### src/rtl/fifo_pkg.sv
// Shared definitions for the dual-clock FIFO write packer and read unpacker.
// FIFO word layout: {last, nlanes_m1[CNT_W-1:0], data[IN_W*RATIO-1:0]}.
package fifo_pkg;

  typedef enum logic {
    FILL = 1'b0,
    PEND = 1'b1
  } wr_state_e;

  localparam int DATA_LSB = 0;

  function automatic int clog2(input int v);
    int r;
    r = 0;
    while ((1 << r) < v) r++;
    return r;
  endfunction

  function automatic int cnt_w(input int ratio);
    return (clog2(ratio) < 1) ? 1 : clog2(ratio);
  endfunction

  function automatic int out_w(input int in_w, input int ratio);
    return 1 + cnt_w(ratio) + in_w * ratio;
  endfunction

  function automatic int cnt_lsb(input int in_w, input int ratio);
    return DATA_LSB + in_w * ratio;
  endfunction

  function automatic int last_bit(input int in_w, input int ratio);
    return out_w(in_w, ratio) - 1;
  endfunction

endpackage

### src/rtl/fifo_wr_packer.sv
// Packs RATIO narrow beats into one wide FIFO word carrying last + lane count.
// Holds one pending word; never writes while the FIFO reports full.
module fifo_wr_packer
  import fifo_pkg::*;
#(
  parameter int IN_W      = 8,
  parameter int RATIO     = 4,
  parameter int PKT_CNT_W = 16,
  localparam int CNT_W    = cnt_w(RATIO),
  localparam int OUT_W    = out_w(IN_W, RATIO)
) (
  input  logic                 wr_clk_i,
  input  logic                 wr_rst_ni,
  input  logic                 s_valid_i,
  output logic                 s_ready_o,
  input  logic [IN_W-1:0]      s_data_i,
  input  logic                 s_last_i,
  input  logic                 fifo_full_i,
  output logic                 fifo_wr_en_o,
  output logic [OUT_W-1:0]     fifo_wr_data_o,
  output logic [PKT_CNT_W-1:0] pkt_cnt_o,
  output logic                 busy_o
);

  localparam int DATA_W = IN_W * RATIO;
  localparam int LAST_B = last_bit(IN_W, RATIO);

  wr_state_e              state_q, state_d;
  logic [CNT_W-1:0]       lane_q, lane_d;
  logic [DATA_W-1:0]      acc_q, acc_d;
  logic [OUT_W-1:0]       out_q, out_d;
  logic [PKT_CNT_W-1:0]   pkt_cnt_q, pkt_cnt_d;
  logic [DATA_W-1:0]      merged;
  logic                   out_valid, accept, complete, wr_en;

  assign out_valid = (state_q == PEND);
  // Ready depends only on registered state and full, never on s_valid_i.
  assign s_ready_o = ~(out_valid & fifo_full_i);
  assign accept    = s_valid_i & s_ready_o;
  assign complete  = accept & ((lane_q == CNT_W'(RATIO - 1)) | s_last_i);
  assign wr_en     = out_valid & ~fifo_full_i;

  always_comb begin
    merged = acc_q;
    merged[int'(lane_q) * IN_W +: IN_W] = s_data_i;
  end

  always_comb begin
    state_d   = state_q;
    lane_d    = lane_q;
    acc_d     = acc_q;
    out_d     = out_q;
    pkt_cnt_d = pkt_cnt_q;
    if (complete) begin
      out_d  = {s_last_i, lane_q, merged};
      acc_d  = '0;
      lane_d = '0;
    end else if (accept) begin
      acc_d  = merged;
      lane_d = lane_q + CNT_W'(1);
    end
    unique case (state_q)
      FILL:    if (complete) state_d = PEND;
      PEND:    if (wr_en && !complete) state_d = FILL;
      default: state_d = FILL;
    endcase
    if (wr_en && out_q[LAST_B]) pkt_cnt_d = pkt_cnt_q + PKT_CNT_W'(1);
  end

  always_ff @(posedge wr_clk_i or negedge wr_rst_ni) begin
    if (!wr_rst_ni) begin
      state_q   <= FILL;
      lane_q    <= '0;
      acc_q     <= '0;
      out_q     <= '0;
      pkt_cnt_q <= '0;
    end else begin
      state_q   <= state_d;
      lane_q    <= lane_d;
      acc_q     <= acc_d;
      out_q     <= out_d;
      pkt_cnt_q <= pkt_cnt_d;
    end
  end

  assign fifo_wr_en_o   = wr_en;
  assign fifo_wr_data_o = out_q;
  assign pkt_cnt_o      = pkt_cnt_q;
  assign busy_o         = out_valid | (lane_q != '0);

endmodule

### config.mk
export PLATFORM = sky130hd
export DESIGN_NAME = fifo_wr_packer
export DESIGN_NICKNAME = d
export VERILOG_FILES = /design/src/rtl/fifo_pkg.sv /design/src/rtl/fifo_wr_packer.sv
export SDC_FILE = /design/constraint.sdc
export NUM_CORES = 1
export LEC_CHECK = 0
export CORE_MARGIN = 2
export CORE_UTILIZATION = 42
export DETAILED_ROUTE_END_ITERATION = 10
export PLACE_DENSITY = 0.66
export REMOVE_ABC_BUFFERS = 1
export SLEW_MARGIN = 20
export SYNTH_ARGS = -nofsm -noshare
export SYNTH_HDL_FRONTEND = slang
export SYNTH_SLANG_ARGS = --single-unit
### constraint.sdc
create_clock -name wr_clk_i -period 5 [get_ports wr_clk_i]
set_input_delay 1.5 -clock wr_clk_i [delete_from_list [all_inputs] [get_ports wr_clk_i]]
set_output_delay 1.5 -clock wr_clk_i [all_outputs]
set_load 0.02 [all_outputs]
**Yosys cells after proc, flatten, opt, wreduce, memory -nomap -nowiden**

Index checks and enable logic that the tools add are counted.

- Latch bits: 0
- ROM bits: 0
- Input port bits: 13
- Bits in writable memories: 0
- Memories: 0
- Logic and storage cells: 33
- Register bits after elaboration: 86
- Output and inout port bits: 54

- Div/mod/pow operators: 0
- Eq/ne operators: 1
- $mul: 0
- Reduce and logical (&&, ||, !) cells: 5
- Magnitude comparators: 0
- Muxes and demuxes: 8
- Add/sub/neg operators: 3
- Shift operators: 2
- Bitwise logic cells: 9

Operators by type and width:

| cell | count |
|---|---|
| two-way mux 32 bit | 2 |
| negation 5 -> 33 bit | 1 |
| variable shift 8 x 33 -> 32 bit, first input constant | 1 |
| variable part select 8 x 33 -> 32 bit | 1 |
| bitwise mux 32 bit | 1 |
| adder 16 x 1 -> 16 bit, second input constant | 1 |
| bitwise AND 1 bit | 4 |
| two-way mux 2 bit | 2 |
| nonzero test 2 bit | 2 |
| inverter 1 bit | 3 |
| adder 2 x 1 -> 2 bit, second input constant | 1 |
| == test 2 bit, second input constant | 1 |
| logical AND 1 bit | 2 |
| two-way mux 1 bit | 2 |
| OR 1 bit | 2 |
| case mux 1 bit (2 select lines) | 1 |
| logical NOT 1 bit | 1 |

**Logic depth before layout (Yosys ltp)**

Gate-level depths: netlist (run 1).

- Depth after elaboration: 8
- Depth in mapped cells: 8
- Mapped depth without buffers: 6

**Worst setup path after synthesis (run 1)**

OpenSTA, ideal clock, no wires.

- Path type: input-to-output
- Start point: in fifo_full_i
- End point: out fifo_wr_en_o
- Setup slack: 1.676 ns
- Required time: 3.500 ns
- Buffers on the path: 0
- Cell stages on the path: 1
- Arrival time: 1.824 ns
- Cell sequence: nor2b_1

- Longest elaborated chain between the ends: 2

Ends and longest elaborated chain:

| element | line | source |
|---|---|---|
| from (decl) | fifo_wr_packer.sv:18 | `input logic fifo_full_i,` |
| inverter 1 bit | fifo_wr_packer.sv:41 | `assign wr_en = out_valid & ~fifo_full_i;` |
| bitwise AND 1 bit | fifo_wr_packer.sv:41 |  |
| to (decl) | fifo_wr_packer.sv:19 | `output logic fifo_wr_en_o,` |

Every way passes these cells.

**Worst setup path in the final report (run 1)**

Ends and elaborated chain as after synthesis.

==> flow_summary.rst, run 1 <==
.. list-table::
   :header-rows: 1

   * - Metric
     - Value
   * - Static Leak
     - 2.05 nW
   * - Biggest area contributors in the synthesized netlist
     - sky130_fd_sc_hd__dfrtp_1 (57%), sky130_fd_sc_hd__a21oi_1 (7.4%), sky130_fd_sc_hd__a22o_1 (5.8%)
   * - Proportion of layout cells with a drive suffix above 1
     - about 6.7%
   * - CP max FO
     - 5
   * - Full die area
     - 9760 um^2
   * - Peak supply drop
     - between 0.2 and 0.25 mV
   * - Worst Hold Path EP
     - pkt_cnt_o[15]
   * - Part of the cycle the worst path needs
     - 85.7%
   * - Number of instances in the synthesized netlist
     - roughly 360
   * - Cell accounting for the most synthesized area
     - sky130_fd_sc_hd__dfrtp_1
   * - Worst endpoint required time
     - 3500 ps
   * - Number of buffers inserted during clock tree synthesis
     - 9
   * - Row count
     - 34
   * - Nets
     - 432
   * - FF-to-FF setup slack
     - 2310 ps
   * - Min Clock Period, post-route
     - 4280 ps
   * - Via count of the first global-routing pass
     - 2793
   * - Max cap viols
     - 0
   * - CTS tree
     - done
   * - Initial antenna violation count
     - 0
   * - Critical Setup Path Class
     - input port to output pin
   * - Multi-input combinational cell area
     - between 1000 and 1500 um^2
   * - Top-Level Pins
     - 67
   * - Residual DRC
     - 0
   * - CP startpoint kind
     - input port
   * - Worst-Margin Slew
     - between 800 and 900 ps
   * - Starting utilization of the core area
     - 43.3%
   * - Number of inserted filler cells in the final layout
     - 778
   * - Chip height
     - 98.8 um
   * - Register area share after synthesis
     - between 50 and 60%
   * - Post-Synthesis Cell Area
     - 3770 um^2
   * - Via total after detailed routing
     - 2849
   * - Final weighted congestion in routability-driven placement
     - about 0.76
   * - Number of instances resized during post-cts repair
     - 0
   * - Portion of synthesized cell area occupied by the leading cell type
     - 57.0%
   * - Clock Skews
     - 10.9 ps
   * - Power density cells
     - 423 nW/um^2
   * - Count of state elements after synthesis
     - 86
   * - Cell chosen for the clock root
     - sky130_fd_sc_hd__clkbuf_8
   * - Hpwl dp
     - ~5500 um
   * - Worst hold stages
     - 1
   * - Number of design-rule violations left by the first detailed-router iteration
     - about 170
   * - Launching point of the worst reg2reg path
     - lane_q[0]
   * - Result of the run
     - finished, final reports clean
   * - Number of setup violations in the final report
     - 0
   * - Cell count after placement
     - 510
   * - Critical path capture point type
     - output pin
   * - Total negative slack for setup checks
     - 0 ps
   * - Commonest non-fill, non-tap cell in the layout
     - sky130_fd_sc_hd__dfrtp_1
   * - Antenna Cells
     - 0
   * - Count of hold-fix buffers inserted at cts
     - 0
   * - Largest net degree at the start of global routing
     - between 80 and 90
   * - Routed wire length
     - 8450 um
   * - Global-route wire length before repair
     - roughly 14000 um
   * - GRT Total Usage
     - a little under a fifth
   * - Critical Path Source
     - fifo_full_i
   * - Relative slew margins
     - about two fifths
   * - Count of final hold-check violations
     - 0
   * - Register area
     - 2150 um^2
   * - GRT overflow
     - 0
   * - Setup WS post-layout
     - 716 ps
   * - First-pass iteration count of the detailed router
     - 6
   * - Number of sinks handled by clock tree synthesis
     - 86
   * - Hold Crit Start
     - pkt_cnt_o[15]
   * - Largest buffer count on any clock path
     - 2
   * - Count of cell types in the netlist
     - 34
   * - Hold crit path type
     - flop to flop
   * - Clock edge transition at the registers on the reported setup and hold paths
     - 80 ps
   * - IO buf count
     - 66
   * - # H-tree levels
     - 3
   * - Unrepaired setup endpoints after global routing
     - false
   * - Max-slew violation total from the final report
     - 0
   * - Core region area
     - 8720 um^2
   * - Horiz. Die Dim
     - 98.8 um
   * - CP Data Arrival Time
     - 2780 ps
   * - Peak Freq
     - 233 MHz
   * - Synth Warn #
     - 0
   * - Highest-count cells in the layout ignoring fill and taps
     - sky130_fd_sc_hd__dfrtp_1 (86), sky130_fd_sc_hd__clkdlybuf4s50_1 (65), sky130_fd_sc_hd__a21oi_1 (56)
   * - Synthesis-to-finish area growth
     - 24.3%
   * - Average routed wire per standard cell
     - 16.1 um
   * - Post-detailed-route via-to-cell ratio
     - 5.42
   * - Worst-Skew Late Latency
     - 360 ps
   * - ANT nets after route
     - 0
   * - Average footprint of a synthesized cell
     - 10.5 um^2
   * - Pre-CTS WS
     - around 710 ps
   * - Worst R2R End
     - fifo_wr_data_o[33]
   * - Setup bufs post-CTS
     - 0
   * - Depth of the most critical reg-to-reg path
     - 5
   * - Post-Layout Cell Count
     - 526
[worst max path at each step]
stage	slack, ps	end
2_1_floorplan	400	fifo_wr_data_o[32]
3_3_place_gp	720	fifo_wr_en_o
3_5_place_dp	710	fifo_wr_en_o
4_1_cts	710	fifo_wr_en_o
5_1_grt	610	fifo_wr_en_o
6_report	720	fifo_wr_en_o
[cell families after synthesis]
| group | after synthesis | synth area share, % |
|---|---|---|
| simple gates | 116 | 15.6 |
| compound gates | 105 | 17.7 |
| flops | 86 | 57.0 |
| buf+inv | 28 | 3.61 |
| xor+xnor | 15 | 3.48 |
| fa+ha+maj | 6 | 1.99 |
| mux | 2 | 0.597 |
[Yosys cell counts, drive strengths merged]
master	count
a21bo	1
a21boi	1
a21oi	56
a22o	25
a31oi	8
a32oi	8
and2	1
and3	7
buf	20
clkbuf	5
dfrtp	86
ha	6
inv	3
mux2	2
nand2	16
nand2b	2
nand3	5
nand3b	1
nand4	4
nor2	45
nor2b	26
nor3	4
nor3b	1
nor4	1
nor4b	1
o21ai	6
or2	2
xnor2	10
xor2	5
[worst max-delay path: stages]
cell                              delay (ps)
sky130_fd_sc_hd__clkdlybuf4s50_1         490
sky130_fd_sc_hd__nor2b_1                 170
sky130_fd_sc_hd__clkdlybuf4s50_1         620
[state kept, by name, indices dropped and copies added, names as in the netlist]
name	count
lane_q	2
out_valid	1
acc_q	32
pkt_cnt_o	16
fifo_wr_data_o	35
[report_power, final]
part,internal (W),switching (W)
combinational,0.000255,0.000322
clock,0.000281,0.000253
sequential,0.000795,0.0000757
total,0.00133,0.000650
[per-layer routing]
metal	GRT usage, %	vias to the layer above	routed length (um)
met4	4.85	0	210
met3	5.18	19	444
met5	0	-	0
met1	25.6	1396	3990
li1	-	1356	-
met2	27.9	78	3810
[per-stage QoR]
stage | hold WS [ps] | power, W | utilization [%] | instance area (um^2)
2_1_floorplan | 455 | 0.00119 | - | 3650
3_3_place_gp | 465 | 0.00145 | 51.3 | 4470
3_5_place_dp | 466 | 0.00147 | 51.3 | 4470
4_1_cts | 479 | 0.00200 | 53.7 | 4690
5_1_grt | 507 | 0.00210 | 53.8 | 4690
6_report | 470 | 0.00198 | 53.8 | 4690
[layout make-up]
cell class	count	share of cell area (%)
flip-flops and latches	86	45.9
well taps	108	2.88
inverters	3	0.240
repair buffers	69	14.6
clock buffers	10	2.72
multi-input cells	244	31.8
clock inverters	6	1.84
No activity file was read; power rests on OpenSTA's default activity.
==> run 2: changes to the inputs <==
CAP_MARGIN = 10   (was not set)
==> results of run 2 <==
Same layout as run 1: the final DEF is identical, and so are final timing and power.
==> run 3: changes to the inputs <==
clock period = 4.8 ns   (was 5 ns; I/O delays follow)
==> flow_summary.rst, run 3 (synthesis results as in run 1) <==
.. list-table::
   :header-rows: 1

   * - Metric
     - Value
   * - Result of the run
     - finished, final reports clean
   * - Starting utilization of the core area
     - 43.3%
   * - Total negative slack for setup checks
     - 0 ps
   * - FF-to-FF setup slack
     - 2150 ps
   * - Row count
     - 34
   * - Final Power
     - between 0.0015 and 0.002 W
   * - Clock Skews
     - 11.7 ps
   * - Full die area
     - 9760 um^2
   * - Proportion of layout cells with a drive suffix above 1
     - 6.92%
   * - IO buf count
     - 66
   * - Worst Hold Path EP
     - acc_q[27]
   * - Worst R2R End
     - acc_q[10]
   * - Critical path capture point type
     - output pin
   * - Highest-count cells in the layout ignoring fill and taps
     - sky130_fd_sc_hd__dfrtp_1 (86), sky130_fd_sc_hd__clkdlybuf4s50_1 (65), sky130_fd_sc_hd__a21oi_1 (56)
   * - Hold WS
     - 493 ps
   * - Relative slew margins
     - 40.3%
   * - Largest net degree at the start of global routing
     - 72
   * - Hold Crit Start
     - acc_q[27]
   * - Cell chosen for the clock root
     - sky130_fd_sc_hd__clkbuf_8
   * - Hpwl dp
     - approximately 5500 um
   * - Synthesis-to-finish area growth
     - 23.1%
   * - Max cap viols
     - 0
   * - Clock edge transition at the registers on the reported setup and hold paths
     - approximately 80 ps
   * - Core region area
     - 8720 um^2
   * - Crit-path cells
     - clkdlybuf4s50_1 -> nor2b_1 -> clkdlybuf4s50_1
   * - Setup bufs post-CTS
     - 0
   * - Via total after detailed routing
     - 2850
   * - Largest buffer count on any clock path
     - 2
   * - CP max FO
     - 5
   * - Register area
     - 2150 um^2
   * - Number of sinks handled by clock tree synthesis
     - 86
   * - CP startpoint kind
     - input port
   * - Initial antenna violation count
     - 0
   * - Final weighted congestion in routability-driven placement
     - between 0.7 and 0.8
   * - Top-Level Pins
     - 67
   * - Peak Freq
     - around 240 MHz
   * - Flip-flop count of the largest register, all copies and words added
     - 35
   * - Via count of the first global-routing pass
     - 2832
   * - Static Leak
     - just over 2 nW
   * - Routed wire length
     - between 8000 and 9000 um
   * - Number of instances resized during post-cts repair
     - 0
   * - Number of buffers inserted during clock tree synthesis
     - 9
   * - Post-detailed-route via-to-cell ratio
     - 5.41
   * - Commonest non-fill, non-tap cell in the layout
     - sky130_fd_sc_hd__dfrtp_1
   * - Peak supply drop
     - 0.228 mV
   * - Critical Setup Path Class
     - input port to output pin
   * - Chip height
     - 98.8 um
   * - Horiz. Die Dim
     - between 90 and 100 um
   * - Slowest CP cell
     - sky130_fd_sc_hd__clkdlybuf4s50_1
   * - Worst endpoint required time
     - 3360 ps
   * - Worst-Margin Slew
     - 895 ps
   * - First-pass iteration count of the detailed router
     - 4
   * - Power density cells
     - roughly 420 nW/um^2
   * - Largest incremental delay on the critical path
     - 620 ps
   * - Count of final hold-check violations
     - 0
   * - Average routed wire per standard cell
     - 16.2 um
   * - GRT Total Usage
     - 18.2%
   * - Unrepaired setup endpoints after global routing
     - false
   * - Number of inserted filler cells in the final layout
     - between 700 and 800
   * - Part of the cycle the worst path needs
     - 87.2%
   * - Global-route wire length before repair
     - 14000 um
   * - Worst-Skew Late Latency
     - 360 ps
   * - Number of design-rule violations left by the first detailed-router iteration
     - 162
   * - Launching point of the worst reg2reg path
     - lane_q[0]
   * - Depth of the most critical reg-to-reg path
     - 6
   * - GRT overflow
     - 0
   * - Max-slew violation total from the final report
     - 0
   * - Antenna Cells
     - 0
   * - Count of hold-fix buffers inserted at cts
     - 0
   * - # H-tree levels
     - 3
   * - CTS tree
     - done
   * - Residual DRC
     - 0
   * - CP Data Arrival Time
     - 2750 ps
   * - Number of setup violations in the final report
     - 0
   * - Nets
     - around 430
   * - Cell mode on critical path
     - sky130_fd_sc_hd__clkdlybuf4s50_1
   * - Min Clock Period, post-route
     - between 4000 and 5000 ps
   * - Hold crit path type
     - flop to flop
   * - ANT nets after route
     - 0
   * - Multi-input combinational cell area
     - 1490 um^2
   * - Worst hold stages
     - 2
==> run 3: how the worst max path moves through the flow <==
stage,cells past startpoint,slack [ps],from,endpoint
finish,3,610,fifo_full_i,fifo_wr_en_o
global route,3,550,fifo_full_i,fifo_wr_en_o
CTS,3,600,fifo_full_i,fifo_wr_en_o
detailed placement,3,600,fifo_full_i,fifo_wr_en_o
global placement,3,650,fifo_full_i,fifo_wr_en_o
floorplan,3,260,s_valid_i,fifo_wr_data_o[32]
==> run 3: worst max-delay path, delay by kind of cell <==
kind,cells,cell delay (ps)
buffers and inverters,2,1130
and+or+nand+nor,1,180
==> run 3: layout make-up <==
type,instances,area share (%)
multi-input cells,244,32.1
well taps,108,2.91
flip-flops and latches,86,46.3
clock buffers,10,2.75
clock inverters,6,0.835
inverters,3,0.242
repair buffers,70,14.8
==> run 3: power by group <==
group,leakage [nW],switching (W),total (W),internal (W)
Sequential,1.12,0.0000804,0.000909,0.000829
Combinational,0.830,0.000333,0.000599,0.000266
Clock,0.0820,0.000263,0.000449,0.000186
==> run 3: per-stage QoR <==
step	std cells	util (%)	area, um^2	worst slack (ps)
3_5_place_dp	511	51.4	4480	604
4_1_cts	527	53.3	4650	601
6_report	527	53.3	4650	614
3_3_place_gp	511	51.4	4480	647
5_1_grt	527	53.3	4650	554
2_1_floorplan	333	-	3650	259
==> run 3: metal layers <==
layer  wire, um  part of all wire [%]  GRT usage, %  vias to the layer above
met2       3860                    45          27.5                       91
met4        208                   2.4          7.06                        0
met3        472                   5.5          4.33                       14
met1       3980                    47          25.4                     1385
li1           -                     -             -                     1360
met5          0                     0             0                        -
